<file path="src/rtl/multicycle_control.sv">
// Moore control FSM for the multi-cycle MIPS datapath, with a memory-ready watchdog.
// Optional jump support is compiled in when MC_JUMP_EN is defined.
module multicycle_control #(
   parameter int MEM_TIMEOUT = 16,
   parameter int TMO_W       = 5,
   parameter int ALUCTR_W    = 2
) (
   input  logic                clk,
   input  logic                reset,
   input  logic [5:0]          op,
   input  logic                zero,
   input  logic                mem_ready,
   output logic                PCWrite,
   output logic                PCWriteCond,
   output logic                IorD,
   output logic                IRWrite,
   output logic                MemRead,
   output logic                MemWrite,
   output logic                MemtoReg,
   output logic                RegDst,
   output logic                RegWrite,
   output logic                ALUSrcA,
   output logic [1:0]          ALUSrcB,
   output logic [1:0]          PCSource,
   output logic [ALUCTR_W-1:0] ALUctr,
   output logic [3:0]          state,
   output logic                mem_err
);

   typedef enum logic [3:0] {
      S_FETCH  = 4'd0,
      S_DECODE = 4'd1,
      S_MEMADR = 4'd2,
      S_MEMRD  = 4'd3,
      S_MEMWB  = 4'd4,
      S_MEMWR  = 4'd5,
      S_EXEC   = 4'd6,
      S_ALUWB  = 4'd7,
      S_BRANCH = 4'd8,
      S_LUIEX  = 4'd9,
      S_LUIWB  = 4'd10,
`ifdef MC_JUMP_EN
      S_JUMP   = 4'd11,
`endif
      S_ERR    = 4'd12
   } state_t;

   localparam logic [5:0] OP_RTYPE = 6'b000000;
   localparam logic [5:0] OP_LW    = 6'b100011;
   localparam logic [5:0] OP_SW    = 6'b101011;
   localparam logic [5:0] OP_BEQ   = 6'b000100;
   localparam logic [5:0] OP_LUI   = 6'b001111;
`ifdef MC_JUMP_EN
   localparam logic [5:0] OP_J     = 6'b000010;
`endif
   localparam logic [TMO_W:0] TMO_LIM = (TMO_W+1)'(MEM_TIMEOUT);

   state_t           state_q, state_d;
   logic [TMO_W-1:0] wdog_q, wdog_d;
   logic             mem_err_q, mem_err_d;
   logic             waiting;
   logic [TMO_W:0]   wdog_inc;

   // The branch decision (PCWriteCond & zero) is made in the datapath.
   logic unused_zero;
   assign unused_zero = zero;

   always_ff @(posedge clk) begin
      if (reset) begin
         state_q   <= S_FETCH;
         wdog_q    <= '0;
         mem_err_q <= 1'b0;
      end else begin
         state_q   <= state_d;
         wdog_q    <= wdog_d;
         mem_err_q <= mem_err_d;
      end
   end

   always_comb begin
      state_d   = state_q;
      wdog_d    = '0;
      mem_err_d = mem_err_q;
      waiting   = 1'b0;
      wdog_inc  = {1'b0, wdog_q} + 1'b1;
      case (state_q)
         S_FETCH:  if (mem_ready) state_d = S_DECODE; else waiting = 1'b1;
         S_DECODE: begin
            case (op)
               OP_RTYPE:     state_d = S_EXEC;
               OP_LW, OP_SW: state_d = S_MEMADR;
               OP_BEQ:       state_d = S_BRANCH;
               OP_LUI:       state_d = S_LUIEX;
`ifdef MC_JUMP_EN
               OP_J:         state_d = S_JUMP;
`endif
               default:      state_d = S_FETCH;
            endcase
         end
         S_MEMADR: state_d = (op == OP_SW) ? S_MEMWR : S_MEMRD;
         S_MEMRD:  if (mem_ready) state_d = S_MEMWB; else waiting = 1'b1;
         S_MEMWR:  if (mem_ready) state_d = S_FETCH; else waiting = 1'b1;
         S_EXEC:   state_d = S_ALUWB;
         S_LUIEX:  state_d = S_LUIWB;
         S_ERR:    state_d = S_ERR;
         default:  state_d = S_FETCH;
      endcase
      // Counter only advances while stalled in place; any ready or move clears it.
      if (waiting) begin
         wdog_d = wdog_inc[TMO_W-1:0];
         if (MEM_TIMEOUT != 0 && wdog_inc == TMO_LIM) begin
            state_d   = S_ERR;
            mem_err_d = 1'b1;
            wdog_d    = '0;
         end
      end
   end

   logic       pc_write_c, pc_write_cond_c, iord_c, ir_write_c, mem_read_c;
   logic       mem_write_c, memtoreg_c, regdst_c, reg_write_c, alu_src_a_c;
   logic [1:0] alu_src_b_c, pc_source_c, alu_ctr_c;

   always_comb begin
      pc_write_c      = 1'b0;
      pc_write_cond_c = 1'b0;
      iord_c          = 1'b0;
      ir_write_c      = 1'b0;
      mem_read_c      = 1'b0;
      mem_write_c     = 1'b0;
      memtoreg_c      = 1'b0;
      regdst_c        = 1'b0;
      reg_write_c     = 1'b0;
      alu_src_a_c     = 1'b0;
      alu_src_b_c     = 2'b00;
      pc_source_c     = 2'b00;
      alu_ctr_c       = 2'b00;
      case (state_q)
         S_FETCH: begin
            mem_read_c  = 1'b1;
            alu_src_b_c = 2'b01;
            ir_write_c  = mem_ready;
            pc_write_c  = mem_ready;
         end
         S_DECODE: alu_src_b_c = 2'b11;
         S_MEMADR: begin
            alu_src_a_c = 1'b1;
            alu_src_b_c = 2'b10;
         end
         S_MEMRD: begin
            mem_read_c = 1'b1;
            iord_c     = 1'b1;
         end
         S_MEMWB: begin
            reg_write_c = 1'b1;
            memtoreg_c  = 1'b1;
         end
         S_MEMWR: begin
            mem_write_c = 1'b1;
            iord_c      = 1'b1;
         end
         S_EXEC: begin
            alu_src_a_c = 1'b1;
            alu_ctr_c   = 2'b10;
         end
         S_ALUWB: begin
            reg_write_c = 1'b1;
            regdst_c    = 1'b1;
         end
         S_BRANCH: begin
            alu_src_a_c     = 1'b1;
            alu_ctr_c       = 2'b01;
            pc_write_cond_c = 1'b1;
            pc_source_c     = 2'b01;
         end
         S_LUIEX: begin
            alu_src_a_c = 1'b1;
            alu_src_b_c = 2'b10;
            alu_ctr_c   = 2'b11;
         end
         S_LUIWB: reg_write_c = 1'b1;
`ifdef MC_JUMP_EN
         S_JUMP: begin
            pc_write_c  = 1'b1;
            pc_source_c = 2'b10;
         end
`endif
         default: ;
      endcase
   end

   // Reset masks every output combinationally, not just from the next edge.
   assign PCWrite     = !reset && pc_write_c;
   assign PCWriteCond = !reset && pc_write_cond_c;
   assign IorD        = !reset && iord_c;
   assign IRWrite     = !reset && ir_write_c;
   assign MemRead     = !reset && mem_read_c;
   assign MemWrite    = !reset && mem_write_c;
   assign MemtoReg    = !reset && memtoreg_c;
   assign RegDst      = !reset && regdst_c;
   assign RegWrite    = !reset && reg_write_c;
   assign ALUSrcA     = !reset && alu_src_a_c;
   assign ALUSrcB     = reset ? 2'b00 : alu_src_b_c;
   assign PCSource    = reset ? 2'b00 : pc_source_c;
   assign ALUctr      = reset ? '0 : ALUCTR_W'(alu_ctr_c);
   assign state       = reset ? 4'd0 : state_q;
   assign mem_err     = !reset && mem_err_q;

endmodule

</file>
<file path="config.mk">
export PLATFORM = sky130hd
export DESIGN_NAME = multicycle_control
export DESIGN_NICKNAME = d
export VERILOG_FILES = /design/src/rtl/multicycle_control.sv
export SDC_FILE = /design/constraint.sdc
export NUM_CORES = 1
export LEC_CHECK = 0
export ABC_AREA = 1
export CORE_MARGIN = 2
export CORE_UTILIZATION = 40
export CTS_BUF_LIST = sky130_fd_sc_hd__clkbuf_4 sky130_fd_sc_hd__clkbuf_8
export CTS_CLUSTER_SIZE = 20
export DETAILED_ROUTE_END_ITERATION = 10
export PLACE_DENSITY = 0.82
export SLEW_MARGIN = 10
export SYNTH_ARGS = -nofsm -noshare
export SYNTH_HDL_FRONTEND = slang
export SYNTH_SLANG_ARGS = --single-unit
</file>
<file path="constraint.sdc">
create_clock -name clk -period 1.9 [get_ports clk]
set_clock_uncertainty 0.2 [all_clocks]
set_input_delay 0.38 -clock clk [delete_from_list [all_inputs] [get_ports clk]]
set_output_delay 0.38 -clock clk [all_outputs]
set_load 0.02 [all_outputs]
</file>
==> results of run 1 <==
[layer usage]
metal  GRT usage [%]  wire length (um)  up-vias  share of wire, %
met1            24.2              1260      564                39
met5               0                 0        -                 0
met4            11.1               125        0               3.8
met3            6.36               169       15               5.2
li1                -                 -      596                 -
met2            47.8              1700       60                52
[kinds of logic after synthesis]
kind of cell	after synthesis	synth area share, %
and+or+nand+nor	111	55.4
buffers and inverters	23	11.8
DFF	10	23.8
AOI/OAI and AO/OA	9	6.10
xor gates and xnor gates	1	1.04
adders and majority gates	1	1.49
other	1	0.446
[worst max-delay path by stage]
stage,slack (ns),to,depth (start not counted)
after global routing,-0.14,ALUctr[1],7
after global placement,-0.46,PCWriteCond,4
after floorplan,0.08,PCSource[0],5
after detailed placement,-0.53,PCWriteCond,4
final,-0.1,ALUctr[1],7
after CTS,-0.002,ALUSrcB[1],5
[stage by stage]
step / area [um2] / TNS [ns] / setup slack [ns] / util (%)
3_5_place_dp: 1300 / -8.60 / -0.528 / 65.5
5_1_grt: 1510 / -0.659 / -0.137 / 76.3
4_1_cts: 1380 / -0.00182 / -0.00182 / 69.4
2_1_floorplan: 846 / 0 / 0.0751 / -
3_3_place_gp: 1300 / -8.08 / -0.464 / 65.5
6_report: 1510 / -0.141 / -0.0959 / 76.3
[critical path, cell delays in order, from the launching register on]
cell,delay [ns]
dfxtp_4,0.37
inv_4,0.07
buf_4,0.14
nand2_4,0.07
nor2_4,0.15
a21oi_4,0.05
nor2_1,0.14
buf_4,0.16
[flip-flops by register name, summed over array words and instances, names as in the netlist]
name and flops:
wdog_q 5, state_q 4, mem_err_q 1
[cells in the mapped netlist (all sizes together)]
library cell | number | area, um2
nand2 | 47 | 179
nor2 | 44 | 183
inv | 18 | 67.6
nand3 | 15 | 75.1
dfxtp | 10 | 200
a21oi | 6 | 33.8
buf | 4 | 27.5
nand4 | 3 | 18.8
a31oi | 2 | 12.5
nor3 | 2 | 10.0
clkbuf | 1 | 3.75
conb | 1 | 3.75
ha | 1 | 12.5
o21ai | 1 | 5.00
xnor2 | 1 | 8.76
[placed cells by master (no fill, tap or decap), types with 3 or more instances in the layout]
cell type	synthesis	routed
a21oi_2	1	3
buf_4	3	36
buf_6	0	5
clkbuf_4	0	3
clkdlybuf4s15_2	0	4
clkdlybuf4s50_1	0	7
dfxtp_1	10	6
dfxtp_4	0	4
inv_1	16	14
nand2_1	46	40
nand2_2	1	6
nand3_1	15	14
nand4_1	3	3
nor2_1	39	35
nor2_2	4	3
nor2_4	1	6
[what timing repair did]
action | CTS | global route
resized for setup | 93 | 39
setup endpoints to repair | 20 | 13
hold endpoints to repair | 0 | 0
pin swaps | 2 | 9
setup buffers | 3 | 5
cloned | 1 | 0
[power by group]
group	internal, uW	switching [uW]
Sequential	209	7.75
Combinational	72.2	75.1
Clock	116	72.8
[cell type report]
cell class / count / area [um2]
multi-input cells: 123 / 637
fillers: 133 / 469
well taps: 27 / 33.8
flip-flops and latches: 10 / 215
clock buffers: 4 / 36.3
repair buffers: 58 / 518
inverters: 18 / 72.6
==> run metrics, run 1 <==
# DRC 0; R2R cell count 9; io pins 31; Detailed Place HPWL 1.88 mm; final setup margin -0.0959 ns; RSZ-0062 raised after global routing true; Placed Instances 227; largest net degree at the start of global routing 12; clk root buf clkbuf_4; Data required, critical path 1.32 ns; Core Footprint 0.00198 mm2; drt first pass iters 4; RR Startpoint state_q[3]; worst-skew pair later-pin latency 0.26 ns; chip height 49.8 um; max-cap violation count 0; worst hold start wdog_q[0]; worst hold stages 1; sequential element share of the synthesized area 23.8%; Initial Util 42.4%; total CTS buffers 3; initial antenna violation count 0; Routed WL 3.25 mm; die width 49.8 um; vias in the first global route 1217; Setup violations, final 4; crit path kind reg2out; outcome complete, but fails checks; mean area per synthesized cell 5.39 um2; startpoint class of the critical path flip-flop; Via-to-Cell Ratio 5.15; grt ovf 0; Die Area 0.00248 mm2; Final Cycle Share 105%; pwr dens 366 mW/mm2; Yosys Warn Count 0; Critical R2R Capture mem_err_q; LEAKAGE 0.000739 uW; Final Max Tran Viols 0; Worst R2R Setup Slack 0.16 ns; drt wl/cell 13.5 um; first-pass GRT wire length 4.80 mm; Routability Congestion 0.886; crit path time final 2.00 ns; max frequency 501 MHz; Power, Total 554 uW; Hold Buf Count CTS 0; Syn Nets 167; detailed router's first-iteration violation count 45; peak supply drop 0.000565 V; Hold Path Class reg2reg; CTS tree built; Antenna Nets Post-Route 0; clk buf depth 2; via count 1235; maximum fanout along the worst path 4; failing checks negative setup slack; Synth Instances 156; clk sinks 10; crit end category primary output; Overall Global Routing Usage 24.7%; Reg clk slew, reported paths 0.07 ns; Rows 16; hold endpoint wdog_q[0]; Critical Path AT 1.42 ns; Seq cells post-synth 10; Worst Setup SP state_q[1]; P&R area growth vs syn 79.9%; fraction of layout cells with a size suffix above 1 39.9%; synthesized cell area 841 um2; Hold Vio Cnt, Final 0; Antenna diodes 0; post-synth cell types 21; Hold Worst Slack 0.277 ns; Port Buffer Count 28; fin cells 240; H-tree depth 1; nets 225
(Power assumes the default switching activity.)
==> inputs of run 2 (changes only) <==
HOLD_SLACK_MARGIN = 0.12   (was not set)
==> results of run 2 <==
Same layout as run 1: the final DEF is identical, and so are final timing and power.
